### config.mk
export PLATFORM = sky130hd
export DESIGN_NAME = i2s_slave_rx
export DESIGN_NICKNAME = d
export VERILOG_FILES = /design/src/rtl/i2s_pkg.sv /design/src/rtl/i2s_pin_sync.sv /design/src/rtl/i2s_slave_rx.sv
export SDC_FILE = /design/constraint.sdc
export NUM_CORES = 1
export LEC_CHECK = 0
export ABC_AREA = 1
export BUFFER_PORTS_ARGS = -buffer_cell sky130_fd_sc_hd__buf_2
export CAP_MARGIN = 15
export CORE_ASPECT_RATIO = 1.2
export CORE_UTILIZATION = 35
export DETAILED_ROUTE_END_ITERATION = 10
export PLACE_DENSITY = 0.57
export SLEW_MARGIN = 25
export SYNTH_ARGS = -nofsm -noshare
export SYNTH_HDL_FRONTEND = slang
export SYNTH_SLANG_ARGS = --single-unit
### constraint.sdc
create_clock -name clk_audio -period 4.45 [get_ports clk_audio]
set_input_delay 0.89 -clock clk_audio [delete_from_list [all_inputs] [get_ports clk_audio]]
set_output_delay 0.89 -clock clk_audio [all_outputs]
set_load 0.02 [all_outputs]
### src/rtl/i2s_pkg.sv
// Shared I2S constants, receiver state encoding and slot-counter helper.
// The transmitter is expected to take its frame geometry from here as well.
package i2s_pkg;

  localparam int I2S_DATA_W = 24;
  localparam int I2S_SLOT_W = 32;
  localparam int I2S_CNT_W  = 6;

  localparam logic [I2S_CNT_W-1:0] I2S_CNT_MAX = '1;

  typedef enum logic [1:0] {
    HUNT,
    LEFT,
    RIGHT
  } i2s_rx_state_t;

  // Restart on a word-select edge, otherwise count up and stick at the top so a
  // stalled LRCLK can never wrap back into a legal slot length.
  function automatic logic [I2S_CNT_W-1:0] slot_next(
    input logic [I2S_CNT_W-1:0] cnt,
    input logic                 restart
  );
    if (restart) begin
      return '0;
    end else if (cnt == I2S_CNT_MAX) begin
      return cnt;
    end else begin
      return cnt + I2S_CNT_W'(1);
    end
  endfunction

endpackage

### src/rtl/i2s_pin_sync.sv
// Two-flop synchronisers for the I2S pins plus a registered SCLK rise strobe.
// LRCLK/DIN leave here aligned with the strobe that should sample them.
module i2s_pin_sync
  import i2s_pkg::*;
(
  input  logic clk_audio,
  input  logic reset_n,
  input  logic i2s_sclk,
  input  logic i2s_lrclk,
  input  logic i2s_din,
  output logic lrclk_sync,
  output logic din_sync,
  output logic sclk_rise
);

  logic [2:0] meta_q, meta_d;
  logic [2:0] sync_q, sync_d;
  logic       sclk_prev_q, sclk_prev_d;
  logic       rise_q, rise_d;
  logic       lrclk_q, lrclk_d;
  logic       din_q, din_d;

  always_comb begin
    meta_d      = {i2s_sclk, i2s_lrclk, i2s_din};
    sync_d      = meta_q;
    sclk_prev_d = sync_q[2];
    rise_d      = sync_q[2] & ~sclk_prev_q;
    lrclk_d     = sync_q[1];
    din_d       = sync_q[0];
  end

  always_ff @(posedge clk_audio) begin
    if (!reset_n) begin
      meta_q      <= '0;
      sync_q      <= '0;
      sclk_prev_q <= 1'b0;
      rise_q      <= 1'b0;
      lrclk_q     <= 1'b0;
      din_q       <= 1'b0;
    end else begin
      meta_q      <= meta_d;
      sync_q      <= sync_d;
      sclk_prev_q <= sclk_prev_d;
      rise_q      <= rise_d;
      lrclk_q     <= lrclk_d;
      din_q       <= din_d;
    end
  end

  assign lrclk_sync = lrclk_q;
  assign din_sync   = din_q;
  assign sclk_rise  = rise_q;

endmodule

### src/rtl/i2s_slave_rx.sv
// I2S slave receiver: oversampled pins, slot counting, deserialisation and
// per-frame left/right hand-off with slot-length checking.
module i2s_slave_rx
  import i2s_pkg::*;
#(
  parameter int DATA_W = I2S_DATA_W,
  parameter int SLOT_W = I2S_SLOT_W
) (
  input  logic              clk_audio,
  input  logic              reset_n,
  input  logic              i2s_sclk,
  input  logic              i2s_lrclk,
  input  logic              i2s_din,
  output logic [DATA_W-1:0] data_l,
  output logic [DATA_W-1:0] data_r,
  output logic              valid,
  output logic              frame_err
);

  logic lrclk_sync;
  logic din_sync;
  logic sclk_rise;

  i2s_pin_sync u_pin_sync (
    .clk_audio (clk_audio),
    .reset_n   (reset_n),
    .i2s_sclk  (i2s_sclk),
    .i2s_lrclk (i2s_lrclk),
    .i2s_din   (i2s_din),
    .lrclk_sync(lrclk_sync),
    .din_sync  (din_sync),
    .sclk_rise (sclk_rise)
  );

  i2s_rx_state_t          state_q, state_d;
  logic                   lr_prev_q, lr_prev_d;
  logic [I2S_CNT_W-1:0]   slot_cnt_q, slot_cnt_d;
  logic [DATA_W-1:0]      shreg_q, shreg_d;
  logic [DATA_W-1:0]      left_hold_q, left_hold_d;
  logic [DATA_W-1:0]      data_l_q, data_l_d;
  logic [DATA_W-1:0]      data_r_q, data_r_d;
  logic                   valid_q, valid_d;
  logic                   frame_err_q, frame_err_d;

  logic lr_edge;
  logic in_data;
  logic last_bit;
  logic slot_full;

  always_comb begin
    state_d     = state_q;
    lr_prev_d   = lr_prev_q;
    slot_cnt_d  = slot_cnt_q;
    shreg_d     = shreg_q;
    left_hold_d = left_hold_q;
    data_l_d    = data_l_q;
    data_r_d    = data_r_q;
    valid_d     = 1'b0;
    frame_err_d = 1'b0;
    lr_edge     = 1'b0;
    in_data     = 1'b0;
    last_bit    = 1'b0;
    slot_full   = 1'b0;

    if (sclk_rise) begin
      lr_edge    = (lrclk_sync != lr_prev_q);
      lr_prev_d  = lrclk_sync;
      slot_cnt_d = slot_next(slot_cnt_q, lr_edge);
      // Slot 0 after each word-select edge is the I2S delay bit.
      in_data    = !lr_edge && (int'(slot_cnt_d) >= 1) && (int'(slot_cnt_d) <= DATA_W);
      last_bit   = !lr_edge && (int'(slot_cnt_d) == DATA_W);
      slot_full  = (int'(slot_cnt_q) == SLOT_W - 1);

      if (in_data) begin
        shreg_d = (shreg_q << 1) | DATA_W'(din_sync);
      end

      case (state_q)
        HUNT: begin
          if (lr_edge && !lrclk_sync) begin
            state_d = LEFT;
          end
        end
        LEFT: begin
          if (last_bit) begin
            left_hold_d = shreg_d;
          end
          if (lr_edge) begin
            if (slot_full) begin
              state_d = RIGHT;
            end else begin
              frame_err_d = 1'b1;
              state_d     = HUNT;
            end
          end
        end
        RIGHT: begin
          if (last_bit) begin
            data_l_d = left_hold_q;
            data_r_d = shreg_d;
            valid_d  = 1'b1;
          end
          // A bad right slot still ends on a new left slot edge, which HUNT
          // has then already missed; recovery waits for the following frame.
          if (lr_edge) begin
            if (slot_full) begin
              state_d = LEFT;
            end else begin
              frame_err_d = 1'b1;
              state_d     = HUNT;
            end
          end
        end
        default: begin
          state_d = HUNT;
        end
      endcase
    end
  end

  always_ff @(posedge clk_audio) begin
    if (!reset_n) begin
      state_q     <= HUNT;
      lr_prev_q   <= 1'b0;
      slot_cnt_q  <= '0;
      shreg_q     <= '0;
      left_hold_q <= '0;
      data_l_q    <= '0;
      data_r_q    <= '0;
      valid_q     <= 1'b0;
      frame_err_q <= 1'b0;
    end else begin
      state_q     <= state_d;
      lr_prev_q   <= lr_prev_d;
      slot_cnt_q  <= slot_cnt_d;
      shreg_q     <= shreg_d;
      left_hold_q <= left_hold_d;
      data_l_q    <= data_l_d;
      data_r_q    <= data_r_d;
      valid_q     <= valid_d;
      frame_err_q <= frame_err_d;
    end
  end

  assign data_l    = data_l_q;
  assign data_r    = data_r_q;
  assign valid     = valid_q;
  assign frame_err = frame_err_q;

endmodule

Word level (Yosys, flattened, before mapping)
Cells that the tools add are included.
- logic and storage cells: 55
- input port bits: 5
- flip-flop bits (word level): 117
- bitwise logic cells: 3
- add/sub/neg operators: 1
- $lt $le $gt $ge: 2
- reduce and logical (&&, ||, !) cells: 13
- muxes and demuxes: 12
- eq/ne operators: 9
- operator list (operator ; count):
    24-bit 2-to-1 mux ; 1
    24-bit by 1-bit OR with 24-bit output ; 1
    6-bit == test (second input constant) ; 3
    6-bit 2-to-1 mux ; 3
    3-bit AND reduction ; 3
    2-bit 2-to-1 mux ; 4
    4-bit AND reduction ; 2
    6-bit by 1-bit adder with 6-bit output (second input constant) ; 1
    6-bit by 1-bit greater-or-equal comparator with 1-bit output (second input constant) ; 1
    6-bit by 5-bit <= comparator with 1-bit output (second input constant) ; 1
    2-bit != test (second input constant) ; 3
    2-bit one-hot mux with 3 select lines ; 1
    1-bit logical AND ; 4
    1-bit 2-to-1 mux ; 3
    2-bit by 1-bit == test with 1-bit output (second input constant) ; 1
    2-bit == test (second input constant) ; 1
    1-bit zero test ; 2
    2-bit zero test ; 1
    2-bit OR reduction ; 1
    1-bit AND ; 1
    1-bit != test ; 1
    1-bit NOT ; 1

Depth between registers and ports, before layout
Gate-level depths: netlist of the first run.
- depth in word-level cells: 8
- depth in mapped cells: 16

Hierarchy
From an unflattened synthesis of the first run, not the netlist that was laid out.
- cell total of the unflattened synthesis: 760
- area total of the unflattened synthesis: 5181.2 um^2
- by module, submodules not included (module ; instances ; cells an instance ; area each (um^2)):
    i2s_slave_rx ; 1 ; 730 ; 4888.4
    i2s_pin_sync ; 1 ; 30 ; 292.8

Least setup slack after synthesis of the first run
No wires, ideal clock.
- kind: input-to-reg
- start: input port reset_n
- end: register shreg_q[16]
- cell stages on the path: 7
- required time: 4341 ps
- slack: 2533 ps
- arrival time: 1808 ps
- setup time: 109 ps
- path through: clkbuf_1 inv_1 clkbuf_1 buf_1 nor2_1 nand2_1 inv_1
- RTL lines (item ; line ; source):
    start, declared ; i2s_slave_rx.sv:10 ; input logic reset_n,
    end signal, assigned ; i2s_slave_rx.sv:136 ; shreg_q <= shreg_d;
    end, declared ; i2s_slave_rx.sv:38 ; logic [DATA_W-1:0] shreg_q, shreg_d;

Worst setup path after layout of the first run
- start: register slot_cnt_q[0]
- end: register data_r_q[21], in the netlist data_r[21]
- word-level cells in the longest chain between the ends: 8
- elaborated cells between the ends (all ways): 13
- classes of those cells: add/sub: 1; order compare: 2; eq/ne: 2; mux: 4; reduce/logical: 4
- RTL lines (item ; line ; source):
    start, declared ; i2s_slave_rx.sv:37 ; logic [I2S_CNT_W-1:0] slot_cnt_q, slot_cnt_d;
    start signal, assigned ; i2s_slave_rx.sv:135 ; slot_cnt_q <= slot_cnt_d;
    6-bit by 1-bit adder with 6-bit output or 6-bit == test (tied branches) ; i2s_pkg.sv:28, i2s_pkg.sv:25 ;
    6-bit 2-to-1 mux (*) ; i2s_pkg.sv:25 ; end else if (cnt == I2S_CNT_MAX) begin
    6-bit 2-to-1 mux (*) ; i2s_pkg.sv:23 ; if (restart) begin
    6-bit 2-to-1 mux (*) ; i2s_slave_rx.sv:65 ; if (sclk_rise) begin
    6-bit by 1-bit greater-or-equal comparator with 1-bit output ; i2s_slave_rx.sv:70 ; in_data = !lr_edge && (int'(slot_cnt_d) >= 1) && (int'(slot_cnt_d) <= DATA_W);
    1-bit logical AND (2 in a row) ; i2s_slave_rx.sv:70 ;
    24-bit 2-to-1 mux ; i2s_slave_rx.sv:74 ; if (in_data) begin
    end signal, assigned ; i2s_slave_rx.sv:139 ; data_r_q <= data_r_d;
    end, declared ; i2s_slave_rx.sv:41 ; logic [DATA_W-1:0] data_r_q, data_r_d;
Every way passes the cells marked *; elsewhere a longest branch is shown, timed or not. The select of a mux whose other input is x is not followed.
A chain may end at the register's enable or synchronous reset.

==> run_summary.xml, run 1 <==
<?xml version="1.0" encoding="UTF-8"?>
<metrics>
  <group name="cts">
    <metric name="worst_skew_pair.late_latency" unit="ps">420</metric>
    <metric name="clk_pin_slew" unit="ps">50</metric>
    <metric name="cts-hold-fix-buffers" unit="">0</metric>
    <metric name="htreeDepth" unit="">4</metric>
    <metric name="cts_max_path_buffers" unit="">2</metric>
    <metric name="cts_resized" unit="">0</metric>
    <metric name="numClockSinks" unit="">117</metric>
    <metric name="tritoncts" unit="">yes</metric>
    <metric name="clk_root_buffer_cell" unit="">sky130_fd_sc_hd__clkbuf_16</metric>
    <metric name="numCtsBuffers" unit="">17</metric>
    <metric name="cts.repair_timing.setup_buffer_count" unit="">0</metric>
  </group>
  <group name="cells_and_area">
    <metric name="stdcell_count" unit="">1048</metric>
    <metric name="insertedDiodeCount" unit="">0</metric>
    <metric name="area.growth.synth_to_final" unit="%">17.23</metric>
    <metric name="final_nets" unit="">845</metric>
    <metric name="layout.cell_area.non_filler" unit="mm^2">0.006232</metric>
    <metric name="final_layout_size_suffix_gt1_frac" unit="">0.1244</metric>
  </group>
  <group name="timing">
    <metric name="timing.slew.headroom" unit="">0.3283</metric>
    <metric name="timing_worst_slew_pin_value" unit="ps">1006</metric>
    <metric name="rsz0062_at_grt" unit="">false</metric>
    <metric name="maximum_frequency_from_static_timing_analysis" unit="MHz">344.8</metric>
    <metric name="maximum_clock_skew_at_final_layout" unit="ps">10.59</metric>
    <metric name="setup-tns-final" unit="ps">0</metric>
    <metric name="timing.final.crit_share" unit="">0.6517</metric>
    <metric name="report.final.hold_viol_count" unit="">0</metric>
    <metric name="time_the_worst_path_needs_with_i_o_delays_and_setup" unit="ps">2900</metric>
    <metric name="final_max_slew_viol_count" unit="">0</metric>
    <metric name="final_setup_vio_count" unit="">0</metric>
  </group>
  <group name="die">
    <metric name="dieWidth" unit="um">114.5</metric>
    <metric name="cell_row_count" unit="">49</metric>
    <metric name="num_io_pins" unit="">55</metric>
    <metric name="floorplan.core_area" unit="mm^2">0.01490</metric>
    <metric name="design.die.area" unit="mm^2">0.01569</metric>
    <metric name="chipHeight" unit="um">137.0</metric>
    <metric name="starting_density_of_the_core" unit="">0.3568</metric>
  </group>
  <group name="job">
    <metric name="drv.max_cap_violation_count" unit="">0</metric>
  </group>
  <group name="yosys">
    <metric name="syn_area" unit="mm^2">0.005316</metric>
    <metric name="synth_top_cell_area_share" unit="">0.4406</metric>
    <metric name="synth_sequential_area_ratio" unit="">0.4406</metric>
    <metric name="synth-edff-count" unit="">0</metric>
    <metric name="netlist_top_cells_count" unit="">177 x sky130_fd_sc_hd__nand2_1, 173 x sky130_fd_sc_hd__inv_1, 117 x sky130_fd_sc_hd__dfxtp_1</metric>
    <metric name="most_frequent_cell_after_synthesis" unit="">sky130_fd_sc_hd__nand2_1</metric>
    <metric name="ys_async_sr_fraction" unit="">0</metric>
    <metric name="synth_cell_type_count" unit="">27</metric>
    <metric name="synth.net_count" unit="">805</metric>
    <metric name="synth_cells" unit="">794</metric>
    <metric name="postSynthRegisterBits" unit="">117</metric>
    <metric name="yosys_most_used_dff" unit="">sky130_fd_sc_hd__dfxtp_1</metric>
    <metric name="synthTopCellsByArea" unit="">sky130_fd_sc_hd__dfxtp_1 44%, sky130_fd_sc_hd__nand2_1 12%, sky130_fd_sc_hd__inv_1 12%, sky130_fd_sc_hd__nand3_1 10%, sky130_fd_sc_hd__a21oi_1 7.3%</metric>
    <metric name="synth-warning-count" unit="">0</metric>
    <metric name="synth_largest_area_cell" unit="">sky130_fd_sc_hd__dfxtp_1</metric>
    <metric name="post_synth.cell_area_avg" unit="um^2">6.696</metric>
  </group>
  <group name="critical_path">
    <metric name="critical_path.endpoint_type" unit="">flop</metric>
    <metric name="timing.critical_path.required" unit="ps">4810</metric>
    <metric name="reg2reg_from" unit="">slot_cnt_q[0]</metric>
    <metric name="crit_cells" unit="">15</metric>
    <metric name="start_kind" unit="">flop</metric>
    <metric name="critPathLaunch" unit="">slot_cnt_q[0]</metric>
    <metric name="number_of_buffers_and_inverters_on_the_critical_path" unit="">6</metric>
    <metric name="path_class" unit="">reg -&gt; reg</metric>
    <metric name="r2r.worst_path.cells" unit="">15</metric>
    <metric name="path_max_fanout" unit="">50</metric>
    <metric name="critical_path.max_stage_delay" unit="ps">470</metric>
    <metric name="cp_slowest_cell" unit="">sky130_fd_sc_hd__buf_4</metric>
    <metric name="path_common_cell" unit="">sky130_fd_sc_hd__nand2_1</metric>
    <metric name="timing.critical_path.max_delay_family" unit="">buffers and inverters</metric>
    <metric name="timing.critical_path.arrival" unit="ps">3260</metric>
    <metric name="critical_path_cell_by_cell" unit="">ha_1, nand2_1, inv_1, nand2_1, nand2_1, nand3_1, nand3_1, inv_2, nand3_4, buf_4, inv_2, buf_4, nand3_1, nand2_1, inv_1</metric>
  </group>
  <group name="power">
    <metric name="leakage" unit="nW">3.153</metric>
    <metric name="p_total" unit="mW">2.420</metric>
    <metric name="ir_drop" unit="uV">309.3</metric>
    <metric name="pwr_density_cell" unit="mW/mm^2">388.2</metric>
  </group>
  <group name="place">
    <metric name="post-place-cells" unit="">1019</metric>
    <metric name="place_area" unit="mm^2">0.005690</metric>
    <metric name="place.port_buffers" unit="">54</metric>
    <metric name="gpl.final_weighted_congestion" unit="">0.8317</metric>
    <metric name="detailedPlacementHpwl" unit="mm">7.740</metric>
  </group>
  <group name="global_routing">
    <metric name="grt_start_max_net_pins" unit="">66</metric>
    <metric name="grt_use_total" unit="">0.1688</metric>
    <metric name="number_of_antenna_violations_at_the_first_check_in_global_routing" unit="">0</metric>
    <metric name="first_pass_grt_wire_length" unit="mm">20.65</metric>
    <metric name="globalRoute.totalOverflow" unit="">0</metric>
    <metric name="number_of_global_route_vias_before_repair" unit="">4310</metric>
  </group>
  <group name="route">
    <metric name="post_drt_via_cell_ratio" unit="">4.380</metric>
    <metric name="drc" unit="">0</metric>
    <metric name="drt_pre_antenna_iters" unit="">5</metric>
    <metric name="postRouteWirelength" unit="mm">12.06</metric>
    <metric name="starting_drt_drc_count" unit="">303</metric>
    <metric name="ant_nets" unit="">0</metric>
    <metric name="routedWlPerCell" unit="um">11.51</metric>
    <metric name="num_vias" unit="">4590</metric>
  </group>
  <group name="worst_hold_path">
    <metric name="holdCritStartpoint" unit="">u_pin_sync.sclk_prev_q</metric>
    <metric name="worst_hold_path.num_cells" unit="">1</metric>
    <metric name="worst_hold_check_path_type" unit="">reg -&gt; reg</metric>
  </group>
  <group name="outcome">
    <metric name="run_status" unit="">complete, no violations</metric>
  </group>
</metrics>
flip-flops by register name, indices dropped and copies added (netlist names), 2 cells and up:
signal / cells
data_l: 24
data_r: 24
left_hold_q: 24
shreg_q: 24
slot_cnt_q: 6
u_pin_sync.meta_q: 3
u_pin_sync.sync_q: 3
state_q: 2
stage by stage:
stage | setup WS [ps] | util | hold slack, ps
finish | 1550 | 0.4183 | 376.8
global route | 1180 | 0.4183 | 388.3
CTS | 1514 | 0.4183 | 381.3
detailed placement | 1539 | 0.3820 | 374.7
global placement | 1546 | 0.3818 | 373.8
floorplan | 2533 | - | 368.2
metal layers:
layer / part of all wire / track usage / up-vias
met5: 0 / 0 / -
met4: 0.012 / 0.07720 / 0
met3: 0.034 / 0.04163 / 11
met2: 0.44 / 0.2596 / 79
met1: 0.51 / 0.2223 / 2019
li1: - / - / 2481
where the power goes:
group | switching, mW | leakage, nW | internal [mW]
clock | 0.445 | 0.272 | 0.811
sequential | 0.00872 | 0.946 | 1.06
combinational | 0.0688 | 1.94 | 0.0234
total | 0.523 | 3.15 | 1.90
layout make-up:
| cell class | instances | area, um^2 |
|---|---|---|
| fill | 1634 | 8666 |
| inverter | 177 | 666.9 |
| sequential | 117 | 2344 |
| clock buffer | 24 | 491.7 |
| clock inverter | 5 | 50.05 |
| timing repair buffer | 61 | 322.8 |
| multi-input combinational | 460 | 2102 |
| tap | 204 | 255.2 |
layout by cell type (no fill, tap or decap), drive strengths merged:
master	count
nand2	180
inv	175
dfxtp	117
nand3	109
a21oi	82
nor2	69
buf	61
clkbuf	24
o21ai	10
ha	6
clkinv	6
nand4	1
a211oi	1
nor3	1
o21bai	1
bufinv	1
logic make-up after synthesis:
kind of cell,share of synthesized area
simple gates,0.2890
buf+inv,0.1640
flops,0.4406
compound gates,0.09226
fa+ha+maj,0.01412
worst paths after layout:
check | end | slack [ps]
max reg2reg | data_r[21] | 1550
min reg2reg | u_pin_sync.sclk_rise | 380
max | data_r[21] | 1550
min | u_pin_sync.sclk_rise | 380
Note: power is estimated with default switching activity, not from simulation.
==> run 2, diff against run 1 <==
PLACE_DENSITY = 0.59   (was 0.57)
clock period = 2.44 ns   (was 4.45 ns; I/O delays follow)
==> run_summary.xml, run 2 (synthesis gave the netlist of run 1 again) <==
<?xml version="1.0" encoding="UTF-8"?>
<metrics>
  <group name="outcome">
    <metric name="run_status" unit="">complete, no violations</metric>
  </group>
  <group name="cells_and_area">
    <metric name="final_nets" unit="">851</metric>
    <metric name="final_common_cell" unit="">sky130_fd_sc_hd__nand2_1</metric>
    <metric name="most-common-layout-cells" unit="">177 x sky130_fd_sc_hd__nand2_1, 172 x sky130_fd_sc_hd__inv_1, 116 x sky130_fd_sc_hd__dfxtp_1</metric>
    <metric name="final_layout_size_suffix_gt1_frac" unit="">0.1395</metric>
    <metric name="insertedDiodeCount" unit="">0</metric>
    <metric name="area.growth.synth_to_final" unit="%">20.50</metric>
  </group>
  <group name="route">
    <metric name="drc" unit="">0</metric>
    <metric name="starting_drt_drc_count" unit="">296</metric>
    <metric name="num_vias" unit="">4593</metric>
    <metric name="post_drt_via_cell_ratio" unit="">4.345</metric>
    <metric name="ant_nets" unit="">0</metric>
    <metric name="routedWlPerCell" unit="um">11.36</metric>
    <metric name="postRouteWirelength" unit="mm">12.01</metric>
    <metric name="drt_pre_antenna_iters" unit="">4</metric>
  </group>
  <group name="die">
    <metric name="dieWidth" unit="um">114.5</metric>
    <metric name="chipHeight" unit="um">137.0</metric>
    <metric name="floorplan.core_area" unit="mm^2">0.01490</metric>
    <metric name="num_io_pins" unit="">55</metric>
    <metric name="design.die.area" unit="mm^2">0.01569</metric>
    <metric name="starting_density_of_the_core" unit="">0.3568</metric>
    <metric name="cell_row_count" unit="">49</metric>
  </group>
  <group name="critical_path">
    <metric name="critical_path.max_stage_delay" unit="ps">400</metric>
    <metric name="start_kind" unit="">flop</metric>
    <metric name="number_of_buffers_and_inverters_on_the_critical_path" unit="">3</metric>
    <metric name="cp_slowest_cell" unit="">sky130_fd_sc_hd__dfxtp_1</metric>
    <metric name="critical_path_cell_by_cell" unit="">ha_1, nand2_1, nor2_2, nand2_1, nand3_1, nand3_1, inv_2, nand3_1, nor2_2, buf_6, nand3_1, nand2_1, inv_1</metric>
    <metric name="path_class" unit="">reg -&gt; reg</metric>
    <metric name="path_common_cell" unit="">sky130_fd_sc_hd__nand3_1</metric>
    <metric name="timing.critical_path.arrival" unit="ps">2540</metric>
    <metric name="path_max_fanout" unit="">14</metric>
    <metric name="timing.critical_path.required" unit="ps">2760</metric>
    <metric name="critical_path.endpoint_type" unit="">flop</metric>
    <metric name="timing.critical_path.max_delay_family" unit="">simple AND/OR/NAND/NOR gates</metric>
  </group>
  <group name="global_routing">
    <metric name="number_of_antenna_violations_at_the_first_check_in_global_routing" unit="">0</metric>
    <metric name="globalRoute.totalOverflow" unit="">0</metric>
    <metric name="first_pass_grt_wire_length" unit="mm">19.97</metric>
    <metric name="number_of_global_route_vias_before_repair" unit="">4098</metric>
    <metric name="grt_use_total" unit="">0.1646</metric>
    <metric name="grt_start_max_net_pins" unit="">76</metric>
  </group>
  <group name="timing">
    <metric name="setup-tns-final" unit="ps">0</metric>
    <metric name="report.final.hold_viol_count" unit="">0</metric>
    <metric name="time_the_worst_path_needs_with_i_o_delays_and_setup" unit="ps">2223</metric>
    <metric name="timing.slew.headroom" unit="">0.6504</metric>
    <metric name="timing_worst_slew_pin_value" unit="ps">524.4</metric>
    <metric name="maximum_frequency_from_static_timing_analysis" unit="MHz">449.8</metric>
    <metric name="maximum_clock_skew_at_final_layout" unit="ps">10.90</metric>
    <metric name="rsz0062_at_grt" unit="">false</metric>
    <metric name="fin_hold_ws" unit="ps">250.7</metric>
    <metric name="final_max_slew_viol_count" unit="">0</metric>
    <metric name="timing.final.crit_share" unit="">0.9111</metric>
    <metric name="final_setup_vio_count" unit="">0</metric>
  </group>
  <group name="power">
    <metric name="pwr_density_cell" unit="mW/mm^2">726.4</metric>
    <metric name="leakage" unit="nW">3.205</metric>
    <metric name="ir_drop" unit="uV">332.9</metric>
  </group>
  <group name="cts">
    <metric name="cts.repair_timing.setup_buffer_count" unit="">0</metric>
    <metric name="htreeDepth" unit="">4</metric>
    <metric name="numClockSinks" unit="">117</metric>
    <metric name="clk_root_buffer_cell" unit="">sky130_fd_sc_hd__clkbuf_16</metric>
    <metric name="tritoncts" unit="">yes</metric>
    <metric name="cts_max_path_buffers" unit="">2</metric>
    <metric name="clk_pin_slew" unit="ps">60</metric>
    <metric name="worst_skew_pair.late_latency" unit="ps">420</metric>
    <metric name="numCtsBuffers" unit="">17</metric>
  </group>
  <group name="job">
    <metric name="drv.max_cap_violation_count" unit="">0</metric>
  </group>
  <group name="worst_hold_path">
    <metric name="worst_hold_check_path_type" unit="">in -&gt; reg</metric>
  </group>
  <group name="place">
    <metric name="place.port_buffers" unit="">54</metric>
    <metric name="detailedPlacementHpwl" unit="mm">7.625</metric>
    <metric name="gpl.final_weighted_congestion" unit="">0.8016</metric>
  </group>
</metrics>
-- run 2: cell types whose count changed in the layout (fill, tap and decap cells not counted), sizes merged --
| cell | previous run | this run |
|---|---|---|
| buf | 61 | 67 |
| clkinvlp | 0 | 6 |
| clkbuf | 24 | 19 |
| inv | 175 | 177 |
| bufinv | 1 | 2 |
| clkinv | 6 | 5 |
-- run 2: routing by layer --
metal	vias to the layer above	track usage	share of wire
met2	87	0.2505	0.44
met4	0	0.06638	0.015
li1	2506	-	-
met1	1985	0.2223	0.51
met3	15	0.04030	0.043
met5	-	0	0
-- run 2: tightest hold or removal path, delay by kind of cell --
kind / cells / cell delay [ps]
buffers and inverters: 2 / 110
and+or+nand+nor: 1 / 40
-- run 2: path summary, 6_finish.rpt --
kind,slack (ps),from,depth (start not counted),endpoint
setup / recovery,220,slot_cnt_q[0],13,left_hold_q[14]
hold / removal,250,i2s_lrclk,3,u_pin_sync.meta_q[1]
setup reg to reg,220,slot_cnt_q[0],13,left_hold_q[14]
hold reg to reg,380,u_pin_sync.sclk_prev_q,1,u_pin_sync.sclk_rise
-- run 2: area by class of cell --
cell class	instances	area, um^2
repair buffers	67	429.2
flip-flops and latches	117	2344
inverters	177	670.6
well taps	204	255.2
clock buffers	19	452.9
clock inverters	13	150.1
fillers	1581	8492
multi-input cells	460	2105
-- run 2: stage by stage --
| step | instance area, um^2 | util | setup WS, ps | power [mW] | instances |
|---|---|---|---|---|---|
| 3_5_place_dp | 5783 | 0.3882 | 246.0 | 2.186 | 1025 |
| 6_report | 6406 | 0.4300 | 216.9 | 4.654 | 1057 |
| 5_1_grt | 6406 | 0.4300 | 0.1379 | 4.818 | 1057 |
| 2_1_floorplan | 5316 | - | 539.8 | 2.128 | 794 |
| 4_1_cts | 6386 | 0.4287 | 131.4 | 4.711 | 1057 |
| 3_3_place_gp | 5783 | 0.3882 | 255.2 | 2.185 | 1025 |
-- run 2: power by group --
| part | total (mW) | switching [mW] | internal, mW |
|---|---|---|---|
| logic | 0.193 | 0.131 | 0.0623 |
| clock network | 2.51 | 0.943 | 1.57 |
| registers | 1.95 | 0.0167 | 1.93 |
| total | 4.65 | 1.09 | 3.56 |
-- run 2: timing repair --
item / 4_1_cts / 5_1_grt
endpoints found under the setup margin: 0 / 22
resized for setup: 0 / 6
hold buffers: 0 / 0
==> run 3, diff against run 2 <==
BUFFER_PORTS_ARGS = -buffer_cell sky130_fd_sc_hd__buf_4   (was -buffer_cell sky130_fd_sc_hd__buf_2)
PLACE_DENSITY = unset   (was 0.59)
==> run_summary.xml, run 3 (synthesis gave the netlist of run 1 again) <==
<?xml version="1.0" encoding="UTF-8"?>
<metrics>
  <group name="outcome">
    <metric name="run_status" unit="">complete, no violations</metric>
  </group>
  <group name="timing">
    <metric name="timing.final.crit_share" unit="">0.9273</metric>
    <metric name="time_the_worst_path_needs_with_i_o_delays_and_setup" unit="ps">2263</metric>
    <metric name="timing.slew.headroom" unit="">0.5938</metric>
    <metric name="rsz0062_at_grt" unit="">true</metric>
    <metric name="maximum_frequency_from_static_timing_analysis" unit="MHz">442.0</metric>
    <metric name="fin_hold_ws" unit="ps">259.2</metric>
    <metric name="maximum_clock_skew_at_final_layout" unit="ps">11.64</metric>
    <metric name="timing_worst_slew_pin_value" unit="ps">608.7</metric>
    <metric name="report.final.hold_viol_count" unit="">0</metric>
    <metric name="setup_slack" unit="ps">177.4</metric>
    <metric name="final_setup_vio_count" unit="">0</metric>
    <metric name="setup-tns-final" unit="ps">0</metric>
    <metric name="final_max_slew_viol_count" unit="">0</metric>
  </group>
  <group name="route">
    <metric name="routedWlPerCell" unit="um">11.41</metric>
    <metric name="starting_drt_drc_count" unit="">288</metric>
    <metric name="drt_pre_antenna_iters" unit="">5</metric>
    <metric name="maxUsedRoutingLayer" unit="">met4</metric>
    <metric name="met3WireLength" unit="um">522</metric>
    <metric name="ant_nets" unit="">0</metric>
    <metric name="num_vias" unit="">4637</metric>
    <metric name="drc" unit="">0</metric>
    <metric name="post_drt_via_cell_ratio" unit="">4.330</metric>
    <metric name="post_route_m1_wl" unit="mm">6.088</metric>
    <metric name="postRouteWirelength" unit="mm">12.22</metric>
    <metric name="met2RoutedLength" unit="mm">5.442</metric>
  </group>
  <group name="global_routing">
    <metric name="grt_use_total" unit="">0.1648</metric>
    <metric name="number_of_antenna_violations_at_the_first_check_in_global_routing" unit="">0</metric>
    <metric name="number_of_global_route_vias_before_repair" unit="">4166</metric>
    <metric name="first_pass_grt_wire_length" unit="mm">20.15</metric>
    <metric name="globalRoute.totalOverflow" unit="">0</metric>
    <metric name="grt_start_max_net_pins" unit="">50</metric>
  </group>
  <group name="place">
    <metric name="gpl.final_weighted_congestion" unit="">0.8301</metric>
    <metric name="post-place-cells" unit="">1038</metric>
    <metric name="place.port_buffers" unit="">54</metric>
    <metric name="placement.setup.worst_slack" unit="ps">-72.11</metric>
    <metric name="detailedPlacementHpwl" unit="mm">8.124</metric>
  </group>
  <group name="die">
    <metric name="chipHeight" unit="um">137.0</metric>
    <metric name="floorplan.core_area" unit="mm^2">0.01490</metric>
    <metric name="cell_row_count" unit="">49</metric>
    <metric name="num_io_pins" unit="">55</metric>
    <metric name="starting_density_of_the_core" unit="">0.3568</metric>
    <metric name="dieWidth" unit="um">114.5</metric>
    <metric name="design.die.area" unit="mm^2">0.01569</metric>
  </group>
  <group name="cts">
    <metric name="tritoncts" unit="">yes</metric>
    <metric name="worst_skew_pair.late_latency" unit="ps">410</metric>
    <metric name="htreeDepth" unit="">4</metric>
    <metric name="cts_max_path_buffers" unit="">2</metric>
    <metric name="numClockSinks" unit="">117</metric>
    <metric name="numCtsBuffers" unit="">17</metric>
    <metric name="cts-hold-fix-buffers" unit="">0</metric>
    <metric name="cts.repair_timing.setup_buffer_count" unit="">0</metric>
    <metric name="clk_pin_slew" unit="ps">50</metric>
    <metric name="clk_root_buffer_cell" unit="">sky130_fd_sc_hd__clkbuf_16</metric>
  </group>
  <group name="cells_and_area">
    <metric name="final_common_cell" unit="">sky130_fd_sc_hd__nand2_1</metric>
    <metric name="multi_input_comb_area" unit="mm^2">0.002117</metric>
    <metric name="num-fill-cells" unit="">1525</metric>
    <metric name="stdcell_count" unit="">1071</metric>
    <metric name="most-common-layout-cells" unit="">177 x sky130_fd_sc_hd__nand2_1, 172 x sky130_fd_sc_hd__inv_1, 116 x sky130_fd_sc_hd__dfxtp_1</metric>
    <metric name="final_layout_size_suffix_gt1_frac" unit="">0.1488</metric>
    <metric name="final_nets" unit="">865</metric>
    <metric name="area.sequential" unit="mm^2">0.002344</metric>
    <metric name="area.growth.synth_to_final" unit="%">25.68</metric>
    <metric name="insertedDiodeCount" unit="">0</metric>
  </group>
  <group name="critical_path">
    <metric name="critical_path.max_stage_delay" unit="ps">520</metric>
    <metric name="timing.critical_path.arrival" unit="ps">2620</metric>
    <metric name="path_common_cell" unit="">sky130_fd_sc_hd__inv_1</metric>
    <metric name="number_of_buffers_and_inverters_on_the_critical_path" unit="">4</metric>
    <metric name="critPathLaunch" unit="">u_pin_sync.lrclk_sync</metric>
    <metric name="path_max_fanout" unit="">12</metric>
    <metric name="r2r.worst_path.cells" unit="">14</metric>
    <metric name="crit_cells" unit="">14</metric>
    <metric name="cp_slowest_cell" unit="">sky130_fd_sc_hd__nor2_2</metric>
    <metric name="regToRegSetupSlack" unit="ps">180</metric>
    <metric name="critical_path.endpoint_type" unit="">flop</metric>
    <metric name="timing.critical_path.max_delay_family" unit="">simple AND/OR/NAND/NOR gates</metric>
    <metric name="timing.critical_path.required" unit="ps">2800</metric>
    <metric name="reg2reg_from" unit="">u_pin_sync.lrclk_sync</metric>
    <metric name="path_class" unit="">reg -&gt; reg</metric>
    <metric name="critical_path_cell_by_cell" unit="">inv_1, ha_1, inv_1, nor2_1, nand2_1, inv_1, nor2_1, nand2_1, nor2_1, nor2_2, nand3_1, nand3_1, nand2_1, inv_1</metric>
    <metric name="r2r-end" unit="">data_r[18]</metric>
    <metric name="start_kind" unit="">flop</metric>
    <metric name="critical_path.endpoint" unit="">data_r[18]</metric>
  </group>
  <group name="power">
    <metric name="power.share.sequential" unit="">0.405</metric>
    <metric name="p_sw" unit="mW">1.001</metric>
    <metric name="ir_drop" unit="uV">414.4</metric>
    <metric name="pwr_density_cell" unit="mW/mm^2">721.5</metric>
    <metric name="leakage" unit="nW">3.297</metric>
    <metric name="p_clk_frac" unit="">0.552</metric>
    <metric name="comb_power_share" unit="">0.043</metric>
    <metric name="internal_power" unit="mW">3.820</metric>
    <metric name="power_switching_share" unit="">0.2076</metric>
  </group>
  <group name="job">
    <metric name="drv.max_cap_violation_count" unit="">0</metric>
  </group>
  <group name="worst_hold_path">
    <metric name="worst_hold_check_path_type" unit="">in -&gt; reg</metric>
  </group>
</metrics>
-- run 3: cell count changes in the layout (fill, tap and decap cells not counted), moves of 2 or more --
cell and change:
sky130_fd_sc_hd__clkinvlp_4 -4, sky130_fd_sc_hd__bufinv_16 +2, sky130_fd_sc_hd__clkinv_4 -4, sky130_fd_sc_hd__buf_2 -54
sky130_fd_sc_hd__clkbuf_8 +2, sky130_fd_sc_hd__clkinv_2 +3, sky130_fd_sc_hd__buf_4 +69, sky130_fd_sc_hd__inv_6 -2
sky130_fd_sc_hd__buf_6 -3, sky130_fd_sc_hd__clkbuf_1 +3
-- run 3: how the worst min path moves through the flow --
stage                           start              endpoint  slack, ps  depth (start not counted)
6_report                     i2s_sclk  u_pin_sync.meta_q[2]        260                          3
5_1_grt                     i2s_lrclk  u_pin_sync.meta_q[1]        260                          3
4_1_cts                      i2s_sclk  u_pin_sync.meta_q[2]        240                          3
3_5_place_dp   u_pin_sync.sclk_prev_q  u_pin_sync.sclk_rise        370                          1
3_3_place_gp   u_pin_sync.sclk_prev_q  u_pin_sync.sclk_rise        360                          1
2_1_floorplan  u_pin_sync.sclk_prev_q  u_pin_sync.sclk_rise        370                          1
-- run 3: area by class of cell --
cell class | count | area share
flip-flops and latches | 117 | 0.3507
multi-input cells | 461 | 0.3169
inverters | 177 | 0.09963
repair buffers | 80 | 0.09925
clock buffers | 24 | 0.07360
well taps | 204 | 0.03820
clock inverters | 8 | 0.02172
-- run 3: power groups by stage --
stage	Sequential, mW	Combinational, mW	Clock [mW]
after detailed placement	1.99	0.200	0
after global placement	1.99	0.199	0
after floorplan	1.99	0.140	0
after global routing	1.95	0.232	2.82
after CTS	1.95	0.202	2.72
final	1.95	0.207	2.66
-- run 3: routing by layer --
layer,up-vias,global-route usage
li1,2527,-
met1,2006,0.2189
met2,89,0.2502
met3,15,0.04650
met4,0,0.06782
met5,-,0
-- run 3: worst reg2reg max path, stage by stage (launching register included) --
cell,delay [ps]
sky130_fd_sc_hd__dfxtp_1,300
sky130_fd_sc_hd__inv_1,50
sky130_fd_sc_hd__ha_1,350
sky130_fd_sc_hd__inv_1,70
sky130_fd_sc_hd__nor2_1,100
sky130_fd_sc_hd__nand2_1,70
sky130_fd_sc_hd__inv_1,50
sky130_fd_sc_hd__nor2_1,40
sky130_fd_sc_hd__nand2_1,50
sky130_fd_sc_hd__nor2_1,100
sky130_fd_sc_hd__nor2_2,520
sky130_fd_sc_hd__nand3_1,220
sky130_fd_sc_hd__nand3_1,180
sky130_fd_sc_hd__nand2_1,70
sky130_fd_sc_hd__inv_1,50
-- run 3: through the flow --
step	total power, mW	util	cell area, um^2
after detailed placement	2.192	0.4046	6028
after floorplan	2.128	-	5316
after global placement	2.192	0.4046	6028
after CTS	4.871	0.4477	6670
after global routing	5.010	0.4485	6681
final	4.821	0.4485	6681
-- run 3: what timing repair did --
item / CTS / global route
gates resized for setup: 1 / 2
endpoints found under the setup margin: 65 / 3
cloned: 0 / 1
pin swaps: 0 / 1
